<file path="src/rtl/supervisor.sv">
// Supervisor for one node: sources argument/error, sinks result/propagate, one sample in flight.
// 3 cycles/sample in inference, 5 in training; every valid/ready is decoded from registered state.
module supervisor #(
  parameter int N = 2
) (
  input  logic              clock,
  input  logic              reset,
  input  logic              train,
  input  logic              sample_valid,
  output logic              sample_ready,
  input  logic [16+N*8-1:0] sample_data,
  output logic              argument_valid,
  input  logic              argument_ready,
  output logic [N*8-1:0]    argument_data,
  input  logic              result_valid,
  output logic              result_ready,
  input  logic [15:0]       result_data,
  output logic              error_valid,
  input  logic              error_ready,
  output logic [15:0]       error_data,
  input  logic              propagate_valid,
  output logic              propagate_ready,
  output logic [15:0]       count,
  output logic [15:0]       last_error
);

  localparam logic [2:0] S_IDLE = 3'd0;
  localparam logic [2:0] S_ARG  = 3'd1;
  localparam logic [2:0] S_RES  = 3'd2;
  localparam logic [2:0] S_ERR  = 3'd3;
  localparam logic [2:0] S_PRP  = 3'd4;

  logic [2:0]     state_q, state_d;
  logic           train_q, train_d;
  logic [15:0]    target_q, target_d;
  logic [N*8-1:0] argument_q, argument_d;
  logic [15:0]    err_q, err_d;
  logic [15:0]    count_q, count_d;

  logic [16:0]    diff;
  logic [15:0]    err_sat;

  // 17-bit difference cannot wrap; a sign mismatch between bits 16 and 15 means overflow.
  always_comb begin
    diff = {target_q[15], target_q} - {result_data[15], result_data};
    if (diff[16] != diff[15]) begin
      err_sat = diff[16] ? 16'h8000 : 16'h7fff;
    end else begin
      err_sat = diff[15:0];
    end
  end

  always_comb begin
    state_d    = state_q;
    train_d    = train_q;
    target_d   = target_q;
    argument_d = argument_q;
    err_d      = err_q;
    count_d    = count_q;
    case (state_q)
      S_IDLE: begin
        if (sample_valid) begin
          train_d    = train;
          target_d   = sample_data[16+N*8-1 -: 16];
          argument_d = sample_data[N*8-1:0];
          state_d    = S_ARG;
        end
      end
      S_ARG: begin
        if (argument_ready) begin
          state_d = S_RES;
        end
      end
      S_RES: begin
        if (result_valid) begin
          err_d = err_sat;
          if (train_q) begin
            state_d = S_ERR;
          end else begin
            count_d = count_q + 16'd1;
            state_d = S_IDLE;
          end
        end
      end
      S_ERR: begin
        if (error_ready) begin
          state_d = S_PRP;
        end
      end
      S_PRP: begin
        if (propagate_valid) begin
          count_d = count_q + 16'd1;
          state_d = S_IDLE;
        end
      end
      default: begin
        state_d = S_IDLE;
      end
    endcase
  end

  always_ff @(posedge clock or posedge reset) begin
    if (reset) begin
      state_q    <= S_IDLE;
      train_q    <= 1'b0;
      target_q   <= 16'h0000;
      argument_q <= '0;
      err_q      <= 16'h0000;
      count_q    <= 16'h0000;
    end else begin
      state_q    <= state_d;
      train_q    <= train_d;
      target_q   <= target_d;
      argument_q <= argument_d;
      err_q      <= err_d;
      count_q    <= count_d;
    end
  end

  assign sample_ready    = (state_q == S_IDLE);
  assign argument_valid  = (state_q == S_ARG);
  assign result_ready    = (state_q == S_RES);
  assign error_valid     = (state_q == S_ERR);
  assign propagate_ready = (state_q == S_PRP);

  // error_data and last_error are always loaded together, so one register feeds both.
  assign argument_data = argument_q;
  assign error_data    = err_q;
  assign last_error    = err_q;
  assign count         = count_q;

endmodule

</file>
<file path="config.mk">
export PLATFORM = sky130hd
export DESIGN_NAME = supervisor
export DESIGN_NICKNAME = d
export VERILOG_FILES = /design/src/rtl/supervisor.sv
export SDC_FILE = /design/constraint.sdc
export NUM_CORES = 1
export LEC_CHECK = 0
export BUFFER_PORTS_ARGS = -buffer_cell sky130_fd_sc_hd__clkbuf_2
export CELL_PAD_IN_SITES_DETAIL_PLACEMENT = 1
export CELL_PAD_IN_SITES_GLOBAL_PLACEMENT = 2
export CORE_MARGIN = 4
export CORE_UTILIZATION = 32
export CTS_BUF_LIST = sky130_fd_sc_hd__clkbuf_8
export DETAILED_ROUTE_END_ITERATION = 10
export PLACE_DENSITY = 0.94
export SYNTH_ARGS = -nofsm -noshare
export SYNTH_HDL_FRONTEND = slang
export SYNTH_SLANG_ARGS = --single-unit
</file>
<file path="constraint.sdc">
create_clock -name clock -period 3.5 [get_ports clock]
set_clock_uncertainty 0.15 [all_clocks]
set_input_delay 0.35 -clock clock [delete_from_list [all_inputs] [get_ports clock]]
set_output_delay 0.35 -clock clock [all_outputs]
set_load 0.01 [all_outputs]
</file>
; ---- Yosys cells after proc, flatten, opt, wreduce, memory -nomap -nowiden
; Index checks and enable logic that the tools add are counted.
[totals]
regBits = 68
latch_bits = 0
ram_bits = 0
mem_bits_ro = 0
in_bits = 56
out_inout_bits = 69
elab_cells = 38
n_memories = 0
[classes]
addsub = 2
mul = 0
div = 0
order_cmp = 0
n_eq_ne = 11
n_shift = 0
mux = 13
n_bitwise = 0
n_reduce_logical = 6
[ops]
columns = cell, n
row1 = $mux 16, 5
row2 = $pmux 16 s2, 1
row3 = $sub 16x16->17, 1
row4 = $add 16x1->16 const B, 1
row5 = $mux 3, 5
row6 = $pmux 3 s5, 1
row7 = $ne 2x2->1 const B, 4
row8 = $eq 3x2->1 const B, 2
row9 = $reduce_and 5->1, 1
row10 = $ne 2x1->1 const B, 2
row11 = $reduce_and 2->1, 2
row12 = $reduce_and 4->1, 1
row13 = $eq 3x1->1 const B, 1
row14 = $eq 3x3->1 const B, 1
row15 = $logic_not 3->1, 1
row16 = $mux 2, 1
row17 = $reduce_bool 2->1, 1
row18 = $ne 1x1->1, 1

; ---- Depth between registers and ports, before layout
[logic_depth]
word_depth = 4
mapped_depth = 13
ltp_nobuf = 11

; ---- Least setup slack after synthesis
; No wires, ideal clock.
[synth_timing]
path_kind = register to register
start = reg target_q[0]
end = reg err_q[10], in the netlist error_data[10]
setup_ps = 133
arrival_ps = 2212
required_time_ps = 3217
path_slack_ps = 1006
stages_incl_launch_ff = 14
path_buffers = 2
synth_period_minus_slack_ps = 2494
path_cell_list = dfrtp_1 -> inv_1 -> ha_1 -> inv_1 -> fa_1 -> a211oi_1 -> o211ai_2 -> nand3_2 -> o211a_1 -> a221oi_2 -> buf_4 -> buf_4 -> a21oi_1 -> o21ai_1
[synth_between]
elab_chain_cells = 3
[synth_lines]
columns = element, line_no
row1 = "start, declared", 35  ; logic [15:0] target_q, target_d;
row2 = "start signal, assigned", 113  ; target_q <= target_d;
row3 = $sub 16x16->17 (*), 45  ; diff = {target_q[15], target_q} - {result_data[15], result_data};
row4 = $mux 16 / $ne 1x1->1 (equally long branches), "47, 46"
row5 = $mux 16 (*), 46  ; if (diff[16] != diff[15]) begin
row6 = "end signal, assigned", 115  ; err_q <= err_d;
row7 = "end, declared", 37  ; logic [15:0] err_q, err_d;
; Mark *: on every way between the ends. The rest lies on a longest branch, timed or not.
; A chain may end at the register's enable or synchronous reset.

; ---- Final worst setup path
[layout_timing]
start = reg target_q[0]
end = reg err_q[8], in the netlist error_data[8]
; Same word-level chain as after synthesis.

==> flow_metrics.py <==
metrics = {
    "run_status": {
        "outcome": "completed",
    },
    "global_routing": {
        "grt-ovfl-total": 0,
        "grt_max_degree": 38,
        "met2_usage_pct": 25.4,
        "grt_pass1_wl_mm": 16.9,
        "antenna_found_initial": 0,
        "grtUsageMet1_pct": 17.8,
        "grt_use_total_pct": 14.8,
        "grt_use_met3_pct": 4.33,
        "grt_pass1_vias": 3372,
        "busiest_layer": "met2",
    },
    "die": {
        "start_util_pct": 33.1,
        "die_area_um2": 13800,
        "die-width_um": 117,
        "pin_count": 125,
        "die_h_um": 117,
        "std_cell_rows": 39,
        "core_area_um2": 11600,
    },
    "pwr": {
        "p_leak_nw": 2.36,
        "power.total_mw": 4.39,
        "p_per_area_nw_per_um2": 936,
        "ir_drop_v": 0.000448,
    },
    "sta": {
        "drv_slew": 0,
        "setup_tns_ps": 0,
        "post-route-min-period_ps": 2920,
        "tightest_slew_ps": 793,
        "finalCritPeriodShare_pct": 83.4,
        "finalHoldViolCount": 0,
        "max-slew-margin-rel_pct": 47.1,
        "fmax_mhz": 343,
        "rsz0062_at_grt": "false",
        "setup_violations": 0,
    },
    "cts": {
        "path_clk_slew_ps": 90,
        "cts_tree": "done",
        "clock_path_buffers": 2,
        "clock-root-buffer": "clkbuf_8",
        "post_cts_buffers": 0,
        "worstSkewPairLatency_ps": 350,
        "cts.sinks": 68,
        "htree_levels": 3,
        "cts_resized": 0,
        "cts_buffers": 9,
    },
    "yosys": {
        "synth_edf_count": 0,
        "yosysMostFrequentCell": "dfrtp_1",
        "synth_ff_type": "dfrtp_1",
        "synth_top_area_cell": "dfrtp_1",
        "yosys.area.top_type_share_pct": 44.5,
        "synth_nets": 452,
        "yosys.cell_types.count": 45,
        "yosysSeqAreaShare_pct": 44.5,
        "syn_area_um2": 3820,
        "synthArstFlopShare_pct": 100,
        "synthCells": 378,
        "ys_top_cells_by_area": "dfrtp_1 (45%), mux2_2 (9.7%), ha_1 (5.6%)",
        "synth_commonest_cells": "dfrtp_1 (68), mux2_2 (33), nand2_1 (33)",
        "ys_warn_count": 0,
        "avgSynthCellArea_um2": 10.1,
        "synth-seq-cells": 68,
    },
    "min_path": {
        "hp-class": "in2reg",
    },
    "layout": {
        "nets": 563,
        "stdcell_area_um2": 4690,
        "fillerInstances": 1360,
        "diodes": 0,
        "area_growth_pct": 22.6,
        "drive_gt1_share_pct": 37.7,
    },
    "worst_setup_path": {
        "start_kind": "flip-flop",
        "critPathKind": "reg2reg",
        "crit_arrival_ps": 2980,
        "cp_common_cell": "inv_1",
        "critical_path_required_ps": 3560,
        "crit_family": "compound AO/OA/AOI/OAI gates",
        "crit_slowest_cell": "fa_1",
        "path_cells": "inv_1 -> ha_1 -> inv_1 -> fa_1 -> a211oi_1 -> o211ai_2 -> nand3_2 -> o211a_1 -> a221oi_2 -> buf_4 -> o21bai_2 -> o21ai_1",
        "cp_num_buf_inv": 3,
        "crit_fanout": 20,
        "crit_path_max_incr_delay_ps": 420,
        "endpoint_kind": "flip-flop",
    },
    "drt": {
        "routed-via-count": 3158,
        "vias_per_cell": 4.96,
        "ant_nets": 0,
        "drtIter0Drc": 88,
        "wl_per_cell_um": 15.8,
        "drc": 0,
        "wl_mm": 10.1,
        "drtPass1Iterations": 4,
    },
    "job": {
        "drv_cap": 0,
    },
    "placement": {
        "portBuffers": 124,
        "hpwl_mm": 8.06,
        "place_area_um2": 4470,
        "place.gp.congestion": 0.863,
    },
}
## cell families after synthesis
kind of cell	share of synthesized area, %
AO/OA/AOI/OAI	14.5
multiplexers	10.2
XOR/XNOR	6.18
AND/OR/NAND/NOR	11.2
flip-flops	44.5
buffers and inverters	7.33
adder cells (fa/ha/maj)	6.09
## state kept, by name, summed over array words and instances (netlist names)
register,count
error_data,16
train_q,1
argument_data,16
count,16
target_q,16
state_q,3
## metal layers
metal  wire, um  part of all wire [%]
met3        598                   5.9
met2       5070                    50
met5          0                     0
met4        159                   1.6
met1       4260                    42
## where the power goes
| part | leakage, nW | switching [mW] | internal (mW) |
|---|---|---|---|
| registers | 0.843 | 0.246 | 1.11 |
| clock network | 0.0988 | 0.340 | 0.341 |
| logic | 1.42 | 1.34 | 1.01 |
| total | 2.36 | 1.92 | 2.46 |
## cell usage in the layout, fill, tap and decap left out, types with 2 or more instances in the layout
cell type	count
buf_4	4
nand4_1	6
inv_6	3
nand2b_1	7
a21oi_1	32
clkinvlp_4	2
ha_1	17
inv_1	25
and3_1	3
o21ai_0	8
o21ai_1	14
mux2i_1	2
dfrtp_1	68
xor2_1	16
nand3_1	5
o31ai_1	5
a21o_1	3
clkbuf_2	124
nand3b_1	3
nand2_1	33
o211ai_1	2
xnor2_1	11
mux2_2	33
nor2_1	21
a221oi_2	2
a211oi_1	6
clkbuf_8	9
nor3_1	6
a31oi_1	2
## through the flow
step,instances,util (%),worst slack (ps),hold slack [ps]
floorplan,378,-,1010,317
global placement,620,38.7,678,308
detailed placement,620,38.7,570,310
CTS,637,40.5,572,53.1
global route,637,40.5,351,57.0
finish,637,40.5,581,74.1
## cell type report
cell class | count | area [um^2] | area share (%)
clock buffers | 9 | 124 | 2.64
clock inverters | 7 | 82.6 | 1.76
inverters | 26 | 97.6 | 2.08
multi-input cells | 255 | 1840 | 39.3
flip-flops and latches | 68 | 1700 | 36.3
well taps | 143 | 179 | 3.82
repair buffers | 129 | 661 | 14.1
## what timing repair did
| action | CTS | global route |
|---|---|---|
| setup endpoints to repair | 0 | 0 |
| endpoints found under the hold margin | 17 | 0 |
| hold buffers | 1 | 0 |
## final timing paths
check	slack (ps)	start	cells after the start	endpoint
min	70	sample_data[19]	2	target_q[3]$_DFFE_PP0P_
max reg2reg	580	target_q[0]$_DFFE_PP0P_	12	error_data[8]$_DFFE_PP0P_
max in group asynchronous	1730	reset	4	error_data[10]$_DFFE_PP0P_
min reg2reg	330	count[15]$_DFFE_PP0P_	1	count[15]$_DFFE_PP0P_
max	580	target_q[0]$_DFFE_PP0P_	12	error_data[8]$_DFFE_PP0P_
min in group asynchronous	550	reset	3	count[12]$_DFFE_PP0P_
## worst reg2reg max path: cells and delay by family (launching register included)
family                   cells  cell delay (ps)
AO/OA/AOI/OAI                6             1220
adder cells (fa/ha/maj)      2              580
buffers and inverters        3              340
flip-flops                   1              360
AND/OR/NAND/NOR              1              130
Power figures use the tool's default switching activity.
